`src/rtl/ysyx_24110006_pkg.sv`:
```
// ysyx_24110006_pkg
// Shared definitions for the load/store unit: FSM state encoding, access size
// encodings, the AXI OKAY response code, and a helper that maps an access to
// its effective byte-lane offset inside a 32-bit word.
package ysyx_24110006_pkg;

  typedef enum logic [2:0] {
    StIdle,
    StRaddr,
    StRdata,
    StWrite,
    StWresp,
    StResp
  } lsu_state_e;

  localparam logic [1:0] SIZE_BYTE = 2'd0;
  localparam logic [1:0] SIZE_HALF = 2'd1;
  localparam logic [1:0] SIZE_WORD = 2'd2;

  localparam logic [1:0] AXI_RESP_OKAY = 2'b00;

  // Halves force addr[0] low and words force both low bits low, so the
  // datapath always sees a naturally aligned lane.
  function automatic logic [1:0] lane_offset(input logic [1:0] size, input logic [1:0] addr_lo);
    logic [1:0] off;
    case (size)
      SIZE_BYTE: off = addr_lo;
      SIZE_HALF: off = {addr_lo[1], 1'b0};
      default:   off = 2'b00;
    endcase
    return off;
  endfunction

endpackage

```
`src/rtl/ysyx_24110006_lsu_align.sv`:
```
// ysyx_24110006_LSU_ALIGN
// Combinational lane steering for the LSU.
//   i_addr_lo  : low two address bits of the access
//   i_size     : 0 byte, 1 half, 2/3 word
//   i_unsigned : zero-extend loads when 1, sign-extend when 0
//   i_wdata    : right-aligned store data
//   i_rdata    : raw AXI read word
//   o_wdata    : store data shifted onto its byte lanes
//   o_wstrb    : AXI write strobe (upper nibble always 0)
//   o_rdata    : extracted and extended load data
module ysyx_24110006_LSU_ALIGN
  import ysyx_24110006_pkg::*;
(
  input  logic [1:0]  i_addr_lo,
  input  logic [1:0]  i_size,
  input  logic        i_unsigned,
  input  logic [31:0] i_wdata,
  input  logic [31:0] i_rdata,
  output logic [31:0] o_wdata,
  output logic [7:0]  o_wstrb,
  output logic [31:0] o_rdata
);

  logic [1:0]  w_off;
  logic [3:0]  w_strb_base;
  logic [7:0]  w_byte;
  logic [15:0] w_half;

  always_comb begin
    w_off = lane_offset(i_size, i_addr_lo);

    case (i_size)
      SIZE_BYTE: w_strb_base = 4'b0001;
      SIZE_HALF: w_strb_base = 4'b0011;
      default:   w_strb_base = 4'b1111;
    endcase

    o_wdata = i_wdata << {w_off, 3'b000};
    o_wstrb = {4'b0000, w_strb_base << w_off};

    w_byte = i_rdata[{i_addr_lo, 3'b000} +: 8];
    w_half = i_rdata[{i_addr_lo[1], 4'b0000} +: 16];

    case (i_size)
      SIZE_BYTE: o_rdata = i_unsigned ? {24'h0, w_byte} : {{24{w_byte[7]}}, w_byte};
      SIZE_HALF: o_rdata = i_unsigned ? {16'h0, w_half} : {{16{w_half[15]}}, w_half};
      default:   o_rdata = i_rdata;
    endcase
  end

endmodule

```
`src/rtl/ysyx_24110006_lsu.sv`:
```
// ysyx_24110006_lsu
// Single-outstanding load/store unit bridging a valid/ready core request port
// to an AXI-lite master (32-bit address and data).
//   i_clock, i_reset       : clock, synchronous active-high reset
//   i_req_*, o_req_ready   : core request (wen, addr, wdata, size, unsigned)
//   o_resp_*, i_resp_ready : core response (rdata, err)
//   o_axi_* / i_axi_*      : AXI-lite AR, R, AW, W and B channels
// Build option: YSYX_24110006_MISALIGN_CHECK_EN -- when defined, misaligned
// half/word accesses skip the bus and return an error response. Otherwise the
// low address bits are ignored to force natural alignment.
module ysyx_24110006_lsu
  import ysyx_24110006_pkg::*;
(
  input  logic        i_clock,
  input  logic        i_reset,
  input  logic        i_req_valid,
  output logic        o_req_ready,
  input  logic        i_req_wen,
  input  logic [31:0] i_req_addr,
  input  logic [31:0] i_req_wdata,
  input  logic [1:0]  i_req_size,
  input  logic        i_req_unsigned,
  output logic        o_resp_valid,
  input  logic        i_resp_ready,
  output logic [31:0] o_resp_rdata,
  output logic        o_resp_err,
  output logic [31:0] o_axi_araddr,
  output logic        o_axi_arvalid,
  input  logic        i_axi_arready,
  input  logic [31:0] i_axi_rdata,
  input  logic        i_axi_rvalid,
  input  logic [1:0]  i_axi_rresp,
  output logic        o_axi_rready,
  output logic [31:0] o_axi_awaddr,
  output logic        o_axi_awvalid,
  input  logic        i_axi_awready,
  output logic [31:0] o_axi_wdata,
  output logic [7:0]  o_axi_wstrb,
  output logic        o_axi_wvalid,
  input  logic        i_axi_wready,
  input  logic [1:0]  i_axi_bresp,
  input  logic        i_axi_bvalid,
  output logic        o_axi_bready
);

  lsu_state_e  r_state;
  lsu_state_e  w_state_next;

  logic [31:0] r_addr;
  logic [1:0]  r_size;
  logic        r_unsigned;
  logic [31:0] r_axi_wdata;
  logic [7:0]  r_axi_wstrb;
  logic        r_aw_done;
  logic        r_w_done;
  logic [31:0] r_rdata;
  logic        r_err;

  logic        w_accept;
  logic        w_misalign;
  logic [1:0]  w_al_addr_lo;
  logic [1:0]  w_al_size;
  logic [31:0] w_al_wdata;
  logic [7:0]  w_al_wstrb;
  logic [31:0] w_al_rdata;

  assign w_accept = (r_state == StIdle) && i_req_valid;

`ifdef YSYX_24110006_MISALIGN_CHECK_EN
  assign w_misalign = ((i_req_size == SIZE_HALF) && i_req_addr[0]) ||
                      (i_req_size[1] && (i_req_addr[1:0] != 2'b00));
`else
  assign w_misalign = 1'b0;
`endif

  // Store lanes are computed from the live request at acceptance; load
  // extraction runs later against the latched request.
  assign w_al_addr_lo = (r_state == StIdle) ? i_req_addr[1:0] : r_addr[1:0];
  assign w_al_size    = (r_state == StIdle) ? i_req_size : r_size;

  ysyx_24110006_LSU_ALIGN u_align (
    .i_addr_lo  (w_al_addr_lo),
    .i_size     (w_al_size),
    .i_unsigned (r_unsigned),
    .i_wdata    (i_req_wdata),
    .i_rdata    (i_axi_rdata),
    .o_wdata    (w_al_wdata),
    .o_wstrb    (w_al_wstrb),
    .o_rdata    (w_al_rdata)
  );

  assign o_axi_araddr = {r_addr[31:2], 2'b00};
  assign o_axi_awaddr = {r_addr[31:2], 2'b00};
  assign o_axi_wdata  = r_axi_wdata;
  assign o_axi_wstrb  = r_axi_wstrb;
  assign o_resp_rdata = r_rdata;
  assign o_resp_err   = r_err;

  always_ff @(posedge i_clock) begin
    if (i_reset) begin
      r_state <= StIdle;
    end else begin
      r_state <= w_state_next;
    end
  end

  always_comb begin
    w_state_next  = r_state;
    o_req_ready   = 1'b0;
    o_resp_valid  = 1'b0;
    o_axi_arvalid = 1'b0;
    o_axi_rready  = 1'b0;
    o_axi_awvalid = 1'b0;
    o_axi_wvalid  = 1'b0;
    o_axi_bready  = 1'b0;
    case (r_state)
      StIdle: begin
        o_req_ready = 1'b1;
        if (i_req_valid) begin
          if (w_misalign)     w_state_next = StResp;
          else if (i_req_wen) w_state_next = StWrite;
          else                w_state_next = StRaddr;
        end
      end
      StRaddr: begin
        o_axi_arvalid = 1'b1;
        if (i_axi_arready) w_state_next = StRdata;
      end
      StRdata: begin
        o_axi_rready = 1'b1;
        if (i_axi_rvalid) w_state_next = StResp;
      end
      StWrite: begin
        o_axi_awvalid = !r_aw_done;
        o_axi_wvalid  = !r_w_done;
        // AW and W complete independently; leave once both have been taken.
        if ((r_aw_done || i_axi_awready) && (r_w_done || i_axi_wready)) begin
          w_state_next = StWresp;
        end
      end
      StWresp: begin
        o_axi_bready = 1'b1;
        if (i_axi_bvalid) w_state_next = StResp;
      end
      StResp: begin
        o_resp_valid = 1'b1;
        if (i_resp_ready) w_state_next = StIdle;
      end
      default: w_state_next = StIdle;
    endcase
  end

  always_ff @(posedge i_clock) begin
    if (i_reset) begin
      r_addr      <= 32'h0;
      r_size      <= 2'b00;
      r_unsigned  <= 1'b0;
      r_axi_wdata <= 32'h0;
      r_axi_wstrb <= 8'h00;
      r_aw_done   <= 1'b0;
      r_w_done    <= 1'b0;
      r_rdata     <= 32'h0;
      r_err       <= 1'b0;
    end else begin
      case (r_state)
        StIdle: begin
          if (w_accept) begin
            r_addr      <= i_req_addr;
            r_size      <= i_req_size;
            r_unsigned  <= i_req_unsigned;
            r_axi_wdata <= i_req_wen ? w_al_wdata : 32'h0;
            r_axi_wstrb <= i_req_wen ? w_al_wstrb : 8'h00;
            r_aw_done   <= 1'b0;
            r_w_done    <= 1'b0;
            r_rdata     <= 32'h0;
            r_err       <= w_misalign;
          end
        end
        StRdata: begin
          if (i_axi_rvalid) begin
            r_rdata <= w_al_rdata;
            r_err   <= (i_axi_rresp != AXI_RESP_OKAY);
          end
        end
        StWrite: begin
          if (o_axi_awvalid && i_axi_awready) r_aw_done <= 1'b1;
          if (o_axi_wvalid && i_axi_wready)   r_w_done  <= 1'b1;
        end
        StWresp: begin
          if (i_axi_bvalid) begin
            r_rdata <= 32'h0;
            r_err   <= (i_axi_bresp != AXI_RESP_OKAY);
          end
        end
        default: ;
      endcase
    end
  end

endmodule

```
`config.mk`:
```
export PLATFORM = sky130hd
export DESIGN_NAME = ysyx_24110006_lsu
export DESIGN_NICKNAME = d
export VERILOG_FILES = /design/src/rtl/ysyx_24110006_pkg.sv /design/src/rtl/ysyx_24110006_lsu_align.sv /design/src/rtl/ysyx_24110006_lsu.sv
export SDC_FILE = /design/constraint.sdc
export NUM_CORES = 1
export LEC_CHECK = 0
export CAP_MARGIN = 20
export CORE_ASPECT_RATIO = 1.1
export CORE_UTILIZATION = 27
export CTS_CLUSTER_SIZE = 14
export DETAILED_ROUTE_END_ITERATION = 16
export PLACE_DENSITY = 0.62
export REMOVE_ABC_BUFFERS = 1
export SLEW_MARGIN = 0
export SYNTH_ARGS = -nofsm -noshare
export SYNTH_HDL_FRONTEND = slang
export SYNTH_SLANG_ARGS = --single-unit
```
`constraint.sdc`:
```
create_clock -name i_clock -period 6.2 [get_ports i_clock]
set_input_delay 0.93 -clock i_clock [delete_from_list [all_inputs] [get_ports i_clock]]
set_output_delay 0.93 -clock i_clock [all_outputs]
set_load 0.03 [all_outputs]
```
; ---- Word level (Yosys, flattened, before mapping)
; Index checks and enable logic that the tools add are counted.
[classes]
eq_ne = 15
n_shift = 4
n_mux = 36
reduce_logical = 19
[ops]
columns = operator, count
row1 = 32-bit two-way mux, 6
row2 = 32-bit one-hot mux with 3 select lines, 1
row3 = 32-bit one-hot mux with 2 select lines, 1
row4 = 32-bit by 6-bit indexed part select with 16-bit output, 1
row5 = 32-bit by 6-bit indexed part select with 8-bit output, 1
row6 = 32-bit by 5-bit << shifter with 32-bit output, 1
row7 = 3-bit two-way mux, 6
row8 = "2-bit inequality test, second input constant", 9
row9 = 3-bit one-hot mux with 6 select lines, 1
row10 = 1-bit two-way mux, 12
row11 = 4-bit one-hot mux with 2 select lines, 1
row12 = "3-bit by 2-bit equality test with 1-bit output, second input constant", 2
row13 = "3-bit equality test, second input constant", 2
row14 = 2-bit two-way mux, 3
row15 = 3-bit AND reduction, 2
row16 = 6-bit AND reduction, 1
row17 = 2-bit nonzero test, 3
row18 = 1-bit logical AND, 4
row19 = 4-bit two-way mux, 1
row20 = 1-bit one-hot mux with 2 select lines, 2
row21 = 2-bit one-hot mux with 2 select lines, 1
row22 = 4-bit AND reduction, 1
row23 = 4-bit by 2-bit << shifter with 4-bit output, 1
row24 = "3-bit by 1-bit equality test with 1-bit output, second input constant", 1
row25 = other kinds (8), 10
[word_totals]
register_bits = 113
in_bits = 113
output_inout_bits = 144
word_cells = 84

; ---- Logic depth before layout (Yosys ltp)
[logic_depth]
word_depth = 7
mapped_depth = 10
mapped_depth_nobuf = 6

; ---- Cells and area by module
; From an unflattened synthesis, not the netlist that was laid out.
[hier_totals]
cells_unflattened = 800
hier_area_um2 = 6261.0
[by_module_without_submodules]
columns = mod, n_inst, cells_each, area_per_inst_um2, seq_area_each_um2
row1 = ysyx_24110006_lsu, 1, 589, 4936.0, 2262.2
row2 = ysyx_24110006_LSU_ALIGN, 1, 211, 1325.0, 0.0

; ---- Worst setup path after synthesis
; No wires, ideal clock.
[synth_timing]
path_type = input-to-reg
from = in i_req_addr[1]
to = reg r_rdata[10] (netlist: o_resp_rdata[10])
t_arrival_ps = 2507
t_required_ps = 6078
slack_ps = 3571
cell_stages = 6
n_path_buf = 1
cell_sequence = clkbuf_1 mux2_2 mux2i_1 nor3_1 or3_1 a221o_1
[synth_via]
elab_chain_len = 6
elab_cells_between_ends = 8
cone_classes = 2 x shift / 6 x mux
[synth_rtl]
columns = item, line_no
row1 = from (decl), ysyx_24110006_lsu.sv:19  ; input logic [31:0] i_req_addr,
row2 = 2-bit two-way mux (*), ysyx_24110006_lsu.sv:78  ; assign w_al_addr_lo = (r_state == StIdle) ? i_req_addr[1:0] : r_addr[1:0];
row3 = 32-bit by 6-bit indexed part select with 16-bit output / 32-bit by 6-bit indexed part select with 8-bit output (equally long branches), "ysyx_24110006_lsu_align.sv:42, ysyx_24110006_lsu_align.sv:41"
row4 = "32-bit two-way mux, on equally long branches", "ysyx_24110006_lsu_align.sv:46, ysyx_24110006_lsu_align.sv:45"
row5 = 32-bit one-hot mux with 2 select lines (*), ysyx_24110006_lsu_align.sv:44  ; case (i_size)
row6 = 32-bit two-way mux (*), ysyx_24110006_lsu.sv:180  ; if (i_axi_rvalid) begin
row7 = 32-bit one-hot mux with 3 select lines (*), ysyx_24110006_lsu.sv:165  ; case (r_state)
row8 = to (signal assigned), ysyx_24110006_lsu.sv:181  ; r_rdata <= w_al_rdata;
row9 = to (decl), ysyx_24110006_lsu.sv:56  ; logic [31:0] r_rdata;
; Mark *: on every way between the ends. The rest lies on a longest branch, timed or not. The select of a mux whose other input is x is not followed.
; A chain may end at the register's enable or synchronous reset.

; ---- Final worst setup path
[layout_timing]
from = reg r_state[2]
to = out o_req_ready
[layout_via]
elab_chain_len = 2
[layout_rtl]
columns = item, line_no
row1 = from (decl), ysyx_24110006_lsu.sv:46  ; lsu_state_e r_state;
row2 = from (signal assigned), ysyx_24110006_lsu.sv:101  ; r_state <= StIdle;
row3 = from (signal assigned), ysyx_24110006_lsu.sv:103  ; r_state <= w_state_next;
row4 = 3-bit logical NOT, ysyx_24110006_lsu.sv:116  ; case (r_state)
row5 = 1-bit two-way mux, ysyx_24110006_lsu.sv:116
row6 = to (decl), ysyx_24110006_lsu.sv:17  ; output logic o_req_ready,
; No other way between the ends.

==> impl_metrics.py <==
metrics = {
    "floorplanning": {
        "die-height_um": 151.2,
        "die_w_um": 137.6,
        "io_pins": 257,
        "row_count": 54,
        "start_util_pct": 27.58,
        "core-area_um2": 19800,
        "die_area_um2": 20800,
    },
    "clock_tree": {
        "cts_setup_buffers": 0,
        "cts_hold_buf": 0,
        "htreeDepth": 3,
        "path_clk_slew_ns": 0.08,
        "clock_latency_ns": 0.36,
        "cts_sinks": 109,
        "clk_path_buf_depth": 2,
        "cts_buffers": 9,
        "cts_tree": "done",
        "post_cts_resize_count": 0,
        "cts_root_buf": "clkbuf_16",
    },
    "drt": {
        "vias": 5086,
        "via_per_inst": 4.816,
        "avgRoutedWirePerCell_um": 16.55,
        "first_pass_iters": 6,
        "dr.first_iter.drc_count": 178,
        "antenna_left": 0,
        "drc": 0,
        "wirelength_um": 17480,
    },
    "worst_setup_path": {
        "worst-setup-path-type": "reg -> out",
        "crit_path_end_kind": "output port",
        "cp-start-kind": "flip-flop",
        "critPathMaxFanout": 18,
        "cp.arrival_ns": 2.47,
        "required_ns": 5.27,
    },
    "timing": {
        "hold_viol": 0,
        "timing.hold.ws_ns": 0.4537,
        "rsz0062_at_grt": "false",
        "worst_pin_slew_ns": 0.8868,
        "finalCriticalPeriod_ns": 3.405,
        "tns_ns": 0,
        "skew_ns": 0.009470,
        "period_share_pct": 54.91,
        "final_max_slew_viol_count": 0,
        "max-slew-margin-rel_pct": 39.62,
        "worst_slack_ns": 2.795,
        "finalSetupViolCount": 0,
        "fmax_mhz": 293.7,
    },
    "finish": {
        "area_growth_pct": 45.62,
        "nNetsFinal": 912,
        "n_antenna_cell": 0,
        "fin_area_um2": 7951,
        "drive_above_1_share_pct": 6.095,
    },
    "global_routing": {
        "grt_antenna_before_repair": 0,
        "grt_util_all_layers_pct": 16.86,
        "grt_pass1_vias": 5001,
        "overflow": 0,
        "grt_max_degree": 58,
        "grt_pass1_wl_um": 26730,
    },
    "placement": {
        "placed_area_um2": 7615,
        "post-place-ws_ns": 2.775,
        "hpwl_um": 12430,
        "portBuffers": 248,
        "place_congestion": 0.7788,
    },
    "yosys": {
        "async_flop_share_pct": 0,
        "synth.top_cell.area_share_pct": 39.96,
        "synth_area_leaders": "dfxtp_1, buf_4, nand2_1, mux2i_1, a21oi_1",
        "yosys_register_bits": 109,
        "yosys.area.top_type": "dfxtp_1",
        "ys.flop_type": "dfxtp_1",
        "synth_cell_type_count": 54,
        "syn_area_um2": 5460,
        "syn_area_per_cell_um2": 8.572,
        "synth-edff-count": 0,
        "yosysSeqAreaShare_pct": 39.96,
        "synth_cells": 637,
        "yosysWarnings": 0,
    },
    "power_and_ir_drop": {
        "cellPowerDensity_nw_per_um2": 382.0,
        "p_leak_nw": 2.772,
        "peakVddDrop_mv": 0.1685,
        "power.total_mw": 3.037,
    },
    "outcome": {
        "status": "complete, no violations",
    },
    "min_path": {
        "hold_path.class": "reg -> reg",
    },
    "job": {
        "drv_cap": 0,
    },
}
## cells in the mapped netlist, types with 3 or more instances
| library cell | count |
|---|---|
| nand2_1 | 113 |
| dfxtp_1 | 109 |
| buf_4 | 71 |
| a21oi_1 | 60 |
| mux2i_1 | 31 |
| clkbuf_1 | 30 |
| nor2_1 | 30 |
| o21ai_0 | 24 |
| a22oi_1 | 23 |
| o21ai_1 | 15 |
| o221ai_1 | 15 |
| mux2_2 | 10 |
| a2bb2oi_1 | 8 |
| nor3_1 | 8 |
| nor3b_1 | 8 |
| o2bb2ai_1 | 8 |
| a221oi_1 | 6 |
| nor2b_1 | 6 |
| buf_2 | 4 |
| inv_1 | 4 |
| mux2i_4 | 4 |
| nand2b_1 | 4 |
| nand3_1 | 4 |
| nand3b_1 | 4 |
| buf_6 | 3 |
## cells in the final DEF (no fill, tap or decap), drive strengths merged, types with 2 or more instances in the layout
cell / n
nor3: 8
mux2i: 35
clkbuf: 9
a31oi: 3
nor2b: 6
nor2: 30
a22oi: 23
o2111ai: 2
a21oi: 61
nand3b: 4
clkdlybuf4s50: 247
nand2b: 4
nor3b: 9
o21a: 2
o221ai: 15
a221oi: 6
nand2: 114
dfxtp: 109
nand3: 4
a2bb2oi: 8
mux2: 10
or3: 2
a221o: 2
o22ai: 2
inv: 9
o21ai: 39
o2bb2ai: 8
conb: 8
buf: 7
## kinds of logic (layout without fill, tap and decap cells)
logic type,after synthesis,after routing,share of synthesized area [%]
other,1,8,0.06868
DFF,109,109,39.96
and+or+nand+nor,190,190,15.67
AOI/OAI and AO/OA,177,177,21.47
muxes,45,45,9.395
buffers and inverters,115,275,13.43
## critical path, stage by stage (launching register included)
cell and delay (ns):
dfxtp_1 0.47, or3_1 0.67, inv_8 0.25, clkdlybuf4s50_1 0.72
## final timing paths
| kind | to | slack, ns | start | cells after the start |
|---|---|---|---|---|
| worst min-delay path | o_resp_rdata[17]$_SDFFE_PP0P_ | 0.45 | o_resp_rdata[17]$_SDFFE_PP0P_ | 2 |
| worst max register to register | o_resp_rdata[15]$_SDFFE_PP0P_ | 2.96 | r_state[2]$_SDFFE_PP0P_ | 6 |
| worst min register to register | o_resp_rdata[17]$_SDFFE_PP0P_ | 0.45 | o_resp_rdata[17]$_SDFFE_PP0P_ | 2 |
| worst max-delay path | o_req_ready | 2.80 | r_state[2]$_SDFFE_PP0P_ | 3 |
## power by group
part,switching [mW],internal [mW]
Combinational,0.912,0.590
Clock,0.294,0.325
Sequential,0.108,0.808
## sequential cells by signal, indices dropped and copies added (netlist names)
register	cells
o_axi_wdata	32
o_resp_rdata	32
r_addr	32
o_axi_wstrb	4
r_state	3
r_size	2
o_resp_err	1
r_aw_done	1
r_unsigned	1
r_w_done	1
## layout make-up
class / count / area (um^2)
sequential: 109 / 2182
tap: 252 / 315.3
inverter: 5 / 26.28
fill: 2000 / 11850
clock inverter: 7 / 88.84
timing repair buffer: 254 / 2532
multi-input combinational: 420 / 2581
clock buffer: 9 / 225.2
## per-layer routing
metal	part of all wire, %	track usage (%)	wire, um
met1	44	21.07	7644
met2	46	27.54	8074
met3	8.6	5.120	1508
met4	1.4	5.220	248
met5	0	0	0
## metrics by stage
| step | util (%) | cells |
|---|---|---|
| final | 40.17 | 1056 |
| after global routing | 40.17 | 1056 |
| after CTS | 40.05 | 1054 |
| after detailed placement | 38.47 | 1038 |
| after global placement | 38.47 | 1038 |
| after floorplan | - | 534 |
Power figures use the tool's default switching activity.
